### src/rtl/sd_pkg.sv
// Shared types and constants for the SPI-mode SD single-block read engine.
package sd_pkg;

  typedef enum logic [2:0] {
    ST_IDLE,
    ST_SEND_CMD,
    ST_WAIT_R1,
    ST_GET_R1,
    ST_WAIT_TOKEN,
    ST_RD_DATA,
    ST_RD_CRC,
    ST_TAIL
  } sd_state_t;

  localparam logic [7:0] CMD17            = 8'h51;
  localparam logic [7:0] DUMMY_CRC        = 8'hFF;
  localparam logic [7:0] START_TOKEN      = 8'hFE;
  localparam int         SECTOR_BYTES     = 512;
  localparam int         WORDS_PER_SECTOR = 256;
  localparam int         SECTOR_BITS      = WORDS_PER_SECTOR * 16;

  // SDSC cards take a byte address; the shift drops the top 9 sector bits.
  function automatic logic [47:0] cmd17_frame(input logic [31:0] sec_addr,
                                              input bit          byte_mode);
    logic [31:0] arg;
    arg = byte_mode ? {sec_addr[22:0], 9'd0} : sec_addr;
    return {CMD17, arg, DUMMY_CRC};
  endfunction

endpackage

### src/rtl/sd_spi_shifter.sv
// SPI bit engine: 48-bit command shift-out, MSB-first shift-in, and a
// bit counter that emits one registered word per 16 received data bits.
module sd_spi_shifter
  import sd_pkg::*;
(
  input  logic        clk,
  input  logic        rst_n,
  input  logic        i_load,
  input  logic [47:0] i_frame,
  input  logic        i_tx_shift,
  input  logic        i_rx_en,
  input  logic        i_miso,
  output logic        o_mosi,
  output logic [7:0]  o_r1_byte,
  output logic [12:0] o_bit_cnt,
  output logic        o_word_done,
  output logic [15:0] o_word
);

  logic [47:0] r_tx_sr;
  logic [14:0] r_rx_sr;
  logic [12:0] r_bit_cnt;
  logic        r_word_done;
  logic [15:0] r_word;

  // Ones are shifted in behind the frame so MOSI idles high once it is out.
  assign o_mosi      = r_tx_sr[47];
  assign o_r1_byte   = {r_rx_sr[6:0], i_miso};
  assign o_bit_cnt   = r_bit_cnt;
  assign o_word_done = r_word_done;
  assign o_word      = r_word;

  always_ff @(posedge clk or negedge rst_n) begin
    if (!rst_n) begin
      r_tx_sr     <= '1;
      r_rx_sr     <= '0;
      r_bit_cnt   <= '0;
      r_word_done <= 1'b0;
      r_word      <= '0;
    end else begin
      if (i_load) begin
        r_tx_sr <= i_frame;
      end else if (i_tx_shift) begin
        r_tx_sr <= {r_tx_sr[46:0], 1'b1};
      end
      r_rx_sr     <= {r_rx_sr[13:0], i_miso};
      r_word_done <= 1'b0;
      if (i_rx_en) begin
        r_bit_cnt <= r_bit_cnt + 13'd1;
        if (r_bit_cnt[3:0] == 4'hF) begin
          r_word_done <= 1'b1;
          r_word      <= {r_rx_sr, i_miso};
        end
      end else begin
        r_bit_cnt <= '0;
      end
    end
  end

endmodule

### src/rtl/sd_sector_read.sv
// CMD17 single-block read: issues the command, checks R1, waits for the
// data token, streams 256 16-bit words, skips the CRC and idles CS high.
module sd_sector_read
  import sd_pkg::*;
#(
  parameter int R1_TIMEOUT     = 64,
  parameter int TOKEN_TIMEOUT  = 100000,
  parameter int TAIL_CLKS      = 8,
  parameter bit BYTE_ADDR_MODE = 1'b0
) (
  input  logic        clk,
  input  logic        rst_n,
  input  logic        sd_init_done,
  input  logic        rd_start_en,
  input  logic [31:0] rd_sec_addr,
  output logic        rd_busy,
  output logic        rd_val_en,
  output logic [15:0] rd_val_data,
  output logic        rd_err,
  output logic        sd_cs,
  output logic        sd_mosi,
  input  logic        sd_miso
);

  localparam logic [16:0] CMD_LAST   = 17'd47;
  localparam logic [16:0] R1_REST    = 17'd6;
  localparam logic [16:0] CRC_LAST   = 17'd15;
  localparam logic [16:0] R1_LAST    = 17'(R1_TIMEOUT - 1);
  localparam logic [16:0] TOKEN_LAST = 17'(TOKEN_TIMEOUT - 1);
  localparam logic [16:0] TAIL_LAST  = 17'(TAIL_CLKS - 1);
  localparam logic [12:0] DATA_LAST  = 13'(SECTOR_BITS - 1);

  sd_state_t   r_state;
  logic [16:0] r_cnt;
  logic        r_busy;
  logic        r_err;
  logic        r_cs;

  logic        w_accept;
  logic        w_mosi;
  logic [7:0]  w_r1_byte;
  logic [12:0] w_bit_cnt;
  logic        w_word_done;
  logic [15:0] w_word;

  assign w_accept = (r_state == ST_IDLE) && rd_start_en && sd_init_done;

  sd_spi_shifter u_shifter (
    .clk         (clk),
    .rst_n       (rst_n),
    .i_load      (w_accept),
    .i_frame     (cmd17_frame(rd_sec_addr, BYTE_ADDR_MODE)),
    .i_tx_shift  (r_state == ST_SEND_CMD),
    .i_rx_en     (r_state == ST_RD_DATA),
    .i_miso      (sd_miso),
    .o_mosi      (w_mosi),
    .o_r1_byte   (w_r1_byte),
    .o_bit_cnt   (w_bit_cnt),
    .o_word_done (w_word_done),
    .o_word      (w_word)
  );

  assign rd_busy     = r_busy;
  assign rd_err      = r_err;
  assign sd_cs       = r_cs;
  assign sd_mosi     = w_mosi;
  assign rd_val_en   = w_word_done;
  assign rd_val_data = w_word;

  always_ff @(posedge clk or negedge rst_n) begin
    if (!rst_n) begin
      r_state <= ST_IDLE;
      r_cnt   <= '0;
      r_busy  <= 1'b0;
      r_err   <= 1'b0;
      r_cs    <= 1'b1;
    end else begin
      r_err <= 1'b0;
      case (r_state)
        ST_IDLE: begin
          if (w_accept) begin
            r_state <= ST_SEND_CMD;
            r_busy  <= 1'b1;
            r_cs    <= 1'b0;
            r_cnt   <= '0;
          end
        end
        ST_SEND_CMD: begin
          if (r_cnt == CMD_LAST) begin
            r_state <= ST_WAIT_R1;
            r_cnt   <= '0;
          end else begin
            r_cnt <= r_cnt + 17'd1;
          end
        end
        ST_WAIT_R1: begin
          if (!sd_miso) begin
            r_state <= ST_GET_R1;
            r_cnt   <= '0;
          end else if (r_cnt == R1_LAST) begin
            r_err   <= 1'b1;
            r_cs    <= 1'b1;
            r_state <= ST_TAIL;
            r_cnt   <= '0;
          end else begin
            r_cnt <= r_cnt + 17'd1;
          end
        end
        ST_GET_R1: begin
          if (r_cnt == R1_REST) begin
            r_cnt <= '0;
            if (w_r1_byte == 8'h00) begin
              r_state <= ST_WAIT_TOKEN;
            end else begin
              r_err   <= 1'b1;
              r_cs    <= 1'b1;
              r_state <= ST_TAIL;
            end
          end else begin
            r_cnt <= r_cnt + 17'd1;
          end
        end
        ST_WAIT_TOKEN: begin
          // The token's only zero is its last bit, so the first zero marks data start.
          if (sd_miso == START_TOKEN[0]) begin
            r_state <= ST_RD_DATA;
            r_cnt   <= '0;
          end else if (r_cnt == TOKEN_LAST) begin
            r_err   <= 1'b1;
            r_cs    <= 1'b1;
            r_state <= ST_TAIL;
            r_cnt   <= '0;
          end else begin
            r_cnt <= r_cnt + 17'd1;
          end
        end
        ST_RD_DATA: begin
          if (w_bit_cnt == DATA_LAST) begin
            r_state <= ST_RD_CRC;
            r_cnt   <= '0;
          end
        end
        ST_RD_CRC: begin
          if (r_cnt == CRC_LAST) begin
            r_state <= ST_TAIL;
            r_cs    <= 1'b1;
            r_cnt   <= '0;
          end else begin
            r_cnt <= r_cnt + 17'd1;
          end
        end
        ST_TAIL: begin
          if (r_cnt == TAIL_LAST) begin
            r_state <= ST_IDLE;
            r_busy  <= 1'b0;
            r_cnt   <= '0;
          end else begin
            r_cnt <= r_cnt + 17'd1;
          end
        end
        default: r_state <= ST_IDLE;
      endcase
    end
  end

endmodule
### config.mk
export PLATFORM = sky130hd
export DESIGN_NAME = sd_sector_read
export DESIGN_NICKNAME = d
export VERILOG_FILES = /design/src/rtl/sd_pkg.sv /design/src/rtl/sd_spi_shifter.sv /design/src/rtl/sd_sector_read.sv
export SDC_FILE = /design/constraint.sdc
export NUM_CORES = 1
export LEC_CHECK = 0
export CORE_ASPECT_RATIO = 0.9
export CORE_MARGIN = 2
export CORE_UTILIZATION = 50
export DETAILED_ROUTE_END_ITERATION = 6
export PLACE_DENSITY = 0.75
export REMOVE_ABC_BUFFERS = 1
export SKIP_LAST_GASP = 1
export SLEW_MARGIN = 20
export SYNTH_ARGS = -nofsm -noshare
export SYNTH_HDL_FRONTEND = slang
export SYNTH_SLANG_ARGS = --single-unit
### constraint.sdc
create_clock -name clk -period 2.05 [get_ports clk]
set_input_delay 0.41 -clock clk [delete_from_list [all_inputs] [get_ports clk]]
set_output_delay 0.41 -clock clk [all_outputs]
set_load 0.1 [all_outputs]
======== Word level (Yosys, flattened, before mapping) ========
Cells that the tools add are included.
word-level totals
  register bits after elaboration ......... 116
  bits of input ports ..................... 37
operators by class
  eq/ne operators ......................... 28
  mux-type cells .......................... 47
  $add $sub $neg .......................... 2
  reductions and logical operators ........ 12
operator list
  kind                   number
  $mux 17                10
  $pmux 17 s8            1
  $mux 48                2
  $eq 17x3->1 const B    2
  $eq 17x6->1 const B    2
  $mux 3                 10
  $pmux 3 s8             1
  $ne 2x2->1 const B     10
  $mux 1                 18
  $add 17x1->17 const B  1
  $eq 17x17->1 const B   1
  $eq 17x4->1 const B    1
  $add 13x1->13 const B  1
  $eq 13x12->1 const B   1
  $mux 13                1
  $eq 3x3->1 const B     4
  $reduce_and 9->1       1
  $logic_not 8->1        1
  $reduce_and 8->1       1
  $eq 3x2->1 const B     2
  $ne 3x3->1 const B     2
  $pmux 1 s5             1
  $reduce_bool 5->1      1
  $eq 4x4->1 const B     1
  10 further kinds       13

======== Logic depth before layout (Yosys ltp) ========
Gate-level depths: netlist (run 1).
  depth in word-level cells ............... 5
  mapped depth ............................ 9
  depth with buffers taken out ............ 7

======== Hierarchy ========
A second synthesis (run 1) with hierarchy kept.
second synthesis, totals
  cells, all modules ...................... 524
  area total of the unflattened synthesis .. 5524.0 sq um
modules (own cells, without submodules)
  module          cells an instance  area an instance (sq um)  times used
  sd_spi_shifter  330                3922.5                    1
  sd_sector_read  194                1601.5                    1

======== Worst setup path after synthesis (run 1) ========
OpenSTA, ideal clock, no wires.
  kind .................................... register to register
  from .................................... register r_cnt[6]
  to ...................................... register r_state[0]
  path buffers ............................ 0
  required time ........................... 1925 ps
  cell stages (with the launch flop) ...... 7
  slack ................................... 66 ps
  arrival time ............................ 1860 ps
  path through ............................ dfrtp_1 -> nor4_4 -> nand2_1 -> nor4_2 -> o311ai_1 -> nor3_2 -> mux2_2
between the ends
  word-level cells in the longest chain between the ends .. 3
  elaborated cells between the ends (all ways) .. 13
  classes of those cells .................. eq/ne: 12; reduce/logical: 1
ends and longest elaborated chain
  element                                                    RTL line               RTL
  from (decl)                                                sd_sector_read.sv:34   logic [16:0] r_cnt;
  from (signal assigned)                                     sd_sector_read.sv:93   r_cnt <= r_cnt + 17'd1;
  from (signal assigned)                                     sd_sector_read.sv:106  r_cnt <= r_cnt + 17'd1;
  from (signal assigned)                                     sd_sector_read.sv:120  r_cnt <= r_cnt + 17'd1;
  $eq 17x17->1, or another cell as far along                 sd_sector_read.sv:128  end else if (r_cnt == TOKEN_LAST) begin
  $ne 3x3->1 (no source line) or $ne 2x2->1 (tied branches)  -
  $reduce_and 8->1 (no source line) (*)                      -
  to (signal assigned)                                       sd_sector_read.sv:126  r_state <= ST_RD_DATA;
  to (signal assigned)                                       sd_sector_read.sv:131  r_state <= ST_TAIL;
  to (signal assigned)                                       sd_sector_read.sv:139  r_state <= ST_RD_CRC;
  to (decl)                                                  sd_sector_read.sv:33   sd_state_t r_state;
Mark *: on every way between the ends. The rest lies on a longest branch, timed or not.
A chain may end at the register's enable or synchronous reset.

======== Final worst setup path (run 1) ========
  from .................................... register r_cnt[6]
  to ...................................... register r_cnt[11]
between the ends
  word-level cells in the longest chain between the ends .. 4
  elaborated cells between the ends (all ways) .. 16
  classes of those cells .................. add/sub: 1; eq/ne: 6; mux: 9
ends and longest elaborated chain
  element                                      RTL line                                      RTL
  $add 17x1->17, or another cell as far along  -
  $mux 17, on equally long branches            sd_sector_read.sv:128, sd_sector_read.sv:100
  $mux 17, on equally long branches            sd_sector_read.sv:125, sd_sector_read.sv:97
  $pmux 17 s8 (*)                              sd_sector_read.sv:79                          case (r_state)
Marks and branches as above.

==> results of run 1 <==
## worst max-delay path by stage
stage          depth (start not counted)         start                    end  slack, ns
2_1_floorplan                          5    r_state[1]             r_state[0]      -2.29
3_3_place_gp                           6       sd_miso             r_state[2]      -0.20
3_5_place_dp                           6  sd_init_done  u_shifter.r_tx_sr[24]      -0.29
4_1_cts                                8      r_cnt[1]             r_state[1]       0.01
5_1_grt                                8      r_cnt[6]              r_cnt[10]      -0.09
6_report                               8      r_cnt[6]              r_cnt[11]       0.02
## where the power goes
group / switching [mW] / leakage (nW) / internal, mW
logic: 1.39 / 1.38 / 1.07
clock network: 0.743 / 0.0934 / 0.458
registers: 0.335 / 1.31 / 2.85
total: 2.47 / 2.78 / 4.37
## registers in the layout, indices dropped and copies added, names as in the netlist
name                   cells
r_cnt                     17
r_state                    3
rd_busy                    1
rd_err                     1
sd_cs                      1
u_shifter.o_bit_cnt       13
u_shifter.o_word          16
u_shifter.o_word_done      1
u_shifter.r_rx_sr         15
u_shifter.r_tx_sr         40
## per-stage QoR
| step | worst slack (ns) | cell area [um^2] | hold WS [ns] |
|---|---|---|---|
| floorplan | -2.29 | 4800 | 0.114 |
| global placement | -0.200 | 5910 | 0.355 |
| detailed placement | -0.290 | 5910 | 0.359 |
| CTS | 0.0125 | 6150 | 0.384 |
| global route | -0.0857 | 6180 | 0.388 |
| finish | 0.0215 | 6180 | 0.377 |
## Yosys cell counts (6+ instances only)
library cell  count  area (um^2)
buf_2             6         30.0
mux2_2           18          203
dfstp_2          41         1080
clkbuf_1         11         41.3
nor2_1           37          139
o21ai_1           7         35.0
nand2_1         127          477
o211ai_1          9         67.6
nand4_1           6         37.5
a21oi_1          13         65.1
and2_1            7         43.8
dfrtp_1          67         1680
nand3_1          16         80.1
nor3_1           11         55.1
a22oi_1          31          233
o21ai_0          13         65.1
## timing repair
item / 4_1_cts / 5_1_grt
hold endpoints to repair: 32 / 0
buffers inserted: 1 / 1
hold buffers: 1 / 0
gates cloned: 1 / 0
pin swaps: 6 / 3
resized for setup: 9 / 7
setup endpoints to repair: 49 / 16
## layer usage
metal	part of all wire	vias to the layer above
li1	-	1885
met1	0.45	1911
met2	0.49	91
met3	0.045	17
met4	0.016	0
met5	0	-
## cell type report
| class | count | share of cell area |
|---|---|---|
| Multi-Input combinational cell | 357 | 0.343 |
| Sequential cell | 108 | 0.446 |
| Timing Repair Buffer | 102 | 0.155 |
| Clock buffer | 10 | 0.0206 |
| Tap cell | 126 | 0.0255 |
| Inverter | 3 | 0.00182 |
| Clock inverter | 6 | 0.00749 |
## worst max-delay path, cell delays in order (launching register included)
cell,delay [ns]
dfrtp_1,0.42
nor4_4,0.34
nand4_1,0.19
o21ai_2,0.23
o311ai_4,0.17
buf_12,0.19
buf_12,0.12
o22ai_1,0.16
nand2_1,0.08
## kinds of logic (layout without fill, tap and decap cells)
| kind of cell | after synthesis | in the layout | synth area share |
|---|---|---|---|
| buffers and inverters | 28 | 121 | 0.0338 |
| adders and majority gates | 3 | 3 | 0.00757 |
| and+or+nand+nor | 237 | 238 | 0.224 |
| muxes | 20 | 20 | 0.0449 |
| DFF | 108 | 108 | 0.555 |
| AOI/OAI and AO/OA | 87 | 87 | 0.118 |
| xor gates and xnor gates | 9 | 9 | 0.0159 |
==> impl_results.md, run 1 <==
- Largest net degree at the start of global routing: 41
- Final Util: 0.640
- Max clock buf depth: 2
- Reg area: 2760 um^2
- First-pass iteration count of the detailed router: 5
- Filler cells: 784
- Req. time, crit path: 2.32 ns
- CTS tree: yes
- Synth async-reset ratio: 1.00
- Reg2reg start: r_cnt[6]
- Detailed-route vias per instance: 5.48
- Total CTS buffers: 9
- Residual DRC: 0
- Worst Hold Class: reg -> reg
- Final hold violations: 0
- Maximum VDD drop: 633 uV
- Clock sink total: 108
- Met1 Use GR: 0.283
- Hold path depth: 0
- Syn Std Cell Area: 4960 um^2
- Syn Area/Cell: 10.1 um^2
- H-tree Lvls: 3
- R2R setup slack: 0.02 ns
- Layout Area Growth over Synthesis: 24.7%
- Vias in the first global route: 3959
- Gate Count Post-Synth: 492
- CTS root buffer: clkbuf_8
- Setup-failing EPs final: 0
- Unique masters post-synth: 56
- # diodes: 0
- Nets: 621
- Leak pwr: 2.78 nW
- Synth Warn #: 0
- Met2 usage: 0.340
- Initial Util: 0.513
- CP arrival: 2.30 ns
- GRT met3 Usage: 0.0489
- Share of layout cells above drive strength 1: 0.294
- Final non-filler cell total: 712
- Reg2reg path depth: 8
- WL final: 10.8 mm
- Gr ovfl total: 0
- Fmax achieved: 0.493 GHz
- RePlAce Congestion: 0.880
- Global Route Usage Sum: 0.213
- Post-synth EDFFs: 0
- DP Wirelength: 7.40 mm
- Commonest non-fill, non-tap cell in the layout: nand2_1
- Period minus WS final: 2.03 ns
- Reg2reg end: r_cnt[11]
- Global routing's busiest layer: met2
- CP Class: reg -> reg
- DIE AREA: 10700 um^2
- Placed Cells: 692
- Worst-Skew Late Latency: 0.38 ns
- Global-route wire length before repair: 18.0 mm
- Final ANT Viol Nets: 0
- Crit path launch type: flop
- Die Width: 109 um
- Initial DRC Count: 237
- Worst-path fanout max: 14
- Ports: 58
- Total power: 6.85 mW
- IO Port Bufs: 57
- MaxCap Viol Count: 0
- Seq cells post-synth: 108
- Placeable Area: 9660 um^2
- Die H: 98.5 um
- Clock transition at the registers of the reported paths: 0.11 ns
- Skew final: 0.0116 ns
- Hold Crit Endpoint: u_shifter.r_rx_sr[9]
- Average wire per standard cell: 15.2 um
- Final setup TNS: 0 ns
- HP Start: u_shifter.r_rx_sr[8]
- Max-slew headroom: 0.537
- Crit end category: flop
- RSZ-0062 raised after global routing: true
- Power per cell area: 1110 nW/um^2
- Outcome: finished clean
- Sequential-to-total area share from yosys stat: 0.555
- Initial antenna violation count: 0
- Final worst-path cycle share: 0.990
- Footprint of the multi-input gates: 2120 um^2
- DR vias: 3904
- Tightest Pin Transition: 0.693 ns
- Top_reg_cell synth: dfrtp_1
- Site row count: 34
- Max Slew Vio Count: 0
- Most frequent cells in the layout: nand2_1 (126), dfrtp_1 (65), buf_4 (57)
Power figures use the tool's default switching activity.
==> run 2: changes to the inputs <==
--- a/config.mk
+++ b/config.mk
@@ -5,9 +5,11 @@
 export SDC_FILE = /design/constraint.sdc
 export NUM_CORES = 1
 export LEC_CHECK = 0
+export ABC_CLOCK_PERIOD_IN_PS = 2050
 export CORE_ASPECT_RATIO = 0.9
 export CORE_MARGIN = 2
 export CORE_UTILIZATION = 50
+export CTS_CLUSTER_SIZE = 12
 export DETAILED_ROUTE_END_ITERATION = 6
 export PLACE_DENSITY = 0.75
 export REMOVE_ABC_BUFFERS = 1
==> results of run 2 <==
The final DEF is identical to that of run 1; final timing and power are the same.
==> run 3: changes to the inputs <==
--- a/config.mk
+++ b/config.mk
@@ -11,8 +11,9 @@
 export CORE_UTILIZATION = 50
 export CTS_CLUSTER_SIZE = 12
 export DETAILED_ROUTE_END_ITERATION = 6
-export PLACE_DENSITY = 0.75
+export PLACE_DENSITY = 0.8
 export REMOVE_ABC_BUFFERS = 1
+export SKIP_CTS_REPAIR_TIMING = 1
 export SKIP_LAST_GASP = 1
 export SLEW_MARGIN = 20
 export SYNTH_ARGS = -nofsm -noshare
==> run 3 against run 2 <==
Net effect:
- the run now ends with negative setup slack left
- register-to-register slack got worse by 0.08 ns
- worst hold slack improved by 0.0059 ns
- die area is the same
- first-iteration DRC count up 12%
==> impl_results.md, run 3 (synthesized netlist as in run 1, its figures left out) <==
- Residual DRC: 0 (unchanged)
- Ports: 58 (unchanged)
- Leak pwr: 2.78 nW (-0.13%)
- DP Wirelength: 7.37 mm (-0.48%)
- Clock transition at the registers of the reported paths: 0.12 ns (about the same)
- CP Class: reg -> reg
- Setup-failing EPs final: 9 (+9)
- DIE AREA: 10700 um^2 (unchanged)
- Tightest Pin Transition: 0.668 ns (-0.0258 ns)
- Worst-Skew Late Latency: 0.39 ns (about the same)
- Failing checks: negative setup slack
- CP endpoint: r_state[1]
- Max Slew Vio Count: 0 (unchanged)
- Fmax achieved: 0.474 GHz (-3.9%)
- WL final: 10.6 mm (-2.1%)
- Pre-CTS setup slack: -0.277 ns (+0.0136 ns)
- Req. time, crit path: 2.38 ns (+0.06 ns)
- Skew final: 0.0192 ns (+0.00755 ns)
- Die H: 98.5 um (unchanged)
- Worst-path fanout max: 5 (-9)
- Gr ovfl total: 0 (unchanged)
- Initial Util: 0.513 (unchanged)
- Total power: 6.93 mW (+1.2%)
- RePlAce Congestion: 0.896 (+1.8%)
- Period minus WS final: 2.11 ns (+0.0820 ns)
- Global-route wire length before repair: 17.9 mm (-0.53%)
- Crit path launch type: flop
- Fin area: 6190 um^2 (+0.18%)
- Final worst-path cycle share: 1.03 (+0.0400)
- Layout Area Growth over Synthesis: 24.9%
- Worst Setup SP: r_cnt[6]
- Power per cell area: 1120 nW/um^2 (+0.97%)
- Maximum VDD drop: 652 uV (+3.0%)
- Average wire per standard cell: 14.8 um (-2.4%)
- Reg2reg path depth: 7 (-1)
- DR vias: 3984 (+2.0%)
- Largest register FFs: 40 (unchanged)
- Largest Register: u_shifter.r_tx_sr
- MaxCap Viol Count: 0 (unchanged)
- Final hold violations: 0 (unchanged)
- CP arrival: 2.44 ns (+0.14 ns)
- H-tree Lvls: 3 (unchanged)
- Worst setup margin: -0.0605 ns (-0.0820 ns)
- First-pass iteration count of the detailed router: 5 (unchanged)
- Initial DRC Count: 265 (+12%)
- Worst Hold Class: reg -> reg
- Crit end category: flop
- Final setup TNS: -0.261 ns (-0.261 ns)
- Vias in the first global route: 3946 (-0.33%)
- Clock sink total: 108 (unchanged)
- Largest net degree at the start of global routing: 47 (+15%)
- Nets: 623 (+0.32%)
- Commonest non-fill, non-tap cell in the layout: nand2_1
- # diodes: 0 (unchanged)
- RSZ-0062 raised after global routing: true
- Detailed-route vias per instance: 5.58 (+1.8%)
- Reg2reg end: r_state[1]
- Global Route Usage Sum: 0.210 (-0.00306)
- Site row count: 34 (unchanged)
- Die Width: 109 um (unchanged)
- Max clock buf depth: 2 (unchanged)
- Placeable Area: 9660 um^2 (unchanged)
- Final ANT Viol Nets: 0 (unchanged)
- Placement Cell Area: 5920 um^2 (+0.17%)
- Filler cells: 734 (-6.4%)
- Max-slew headroom: 0.554 (+0.0172)
- Share of layout cells above drive strength 1: 0.294 (+0.000702)
- R2R setup slack: -0.06 ns (-0.08 ns)
- Total CTS buffers: 9 (unchanged)
- Most frequent cells in the layout: nand2_1 (126), dfrtp_1 (66), buf_4 (62)
- Outcome: complete, but fails checks
- Reg2reg start: r_cnt[6]
- IO Port Bufs: 57 (unchanged)
- CTS tree: yes
- Initial antenna violation count: 1 (+1)
- CTS root buffer: clkbuf_8
-- run 3: cell types whose count changed in the layout (fill, tap and decap cells not counted), moves of 2 or more --
cell	change
buf_4	+5
buf_12	-2
clkinv_8	+2
inv_4	-2
inv_6	+2
o21ai_0	-2
o21ai_1	+2
-- run 3: worst min-delay path by stage --
stage	start	endpoint	slack, ns	cells after the start
after CTS	rst_n	u_shifter.r_rx_sr[11]	-0.16	1
after detailed placement	rst_n	u_shifter.r_rx_sr[11]	0.28	1
after global placement	rst_n	u_shifter.r_rx_sr[11]	0.28	1
after floorplan	rst_n	r_cnt[0]	0.11	0
final	u_shifter.r_rx_sr[13]	u_shifter.r_rx_sr[14]	0.38	0
after global routing	u_shifter.r_rx_sr[13]	u_shifter.r_rx_sr[14]	0.40	0
-- run 3: area by class of cell --
type                    instances  area (um^2)  area share
multi-input cells             357         2110       0.341
clock inverters                 7         86.3      0.0139
clock buffers                   9          124      0.0200
flip-flops and latches        108         2760       0.445
well taps                     126          158      0.0255
repair buffers                104          946       0.153
inverters                       3         11.3     0.00182
-- run 3: through the flow --
step / cells / hold WS, ns / utilization
after floorplan: 467 / 0.114 / -
after global placement: 696 / 0.277 / 0.612
after detailed placement: 696 / 0.279 / 0.613
after CTS: 712 / -0.161 / 0.635
after global routing: 714 / 0.398 / 0.641
final: 714 / 0.383 / 0.641
-- run 3: routing by layer --
| layer | vias to the layer above | global-route usage | routed length (um) |
|---|---|---|---|
| met3 | 18 | 0.0430 | 490 |
| met2 | 108 | 0.333 | 5150 |
| li1 | 1895 | - | - |
| met4 | 0 | 0.0897 | 194 |
| met1 | 1963 | 0.280 | 4760 |
| met5 | - | 0 | 0 |
-- run 3: critical path, stage by stage, from the launching register on --
cell and delay [ns]:
dfrtp_1 0.42, nor4_4 0.36, nand2_2 0.13, nor4_4 0.37, o311ai_4 0.17, buf_4 0.19
nor4_4 0.27, a2bb2oi_2 0.15
-- run 3: power by group --
part / internal, mW / total [mW] / leakage [nW] / switching, mW
sequential: 2.84 / 3.16 / 1.31 / 0.315
combinational: 1.04 / 2.43 / 1.36 / 1.39
clock: 0.500 / 1.34 / 0.105 / 0.838
total: 4.38 / 6.93 / 2.78 / 2.55
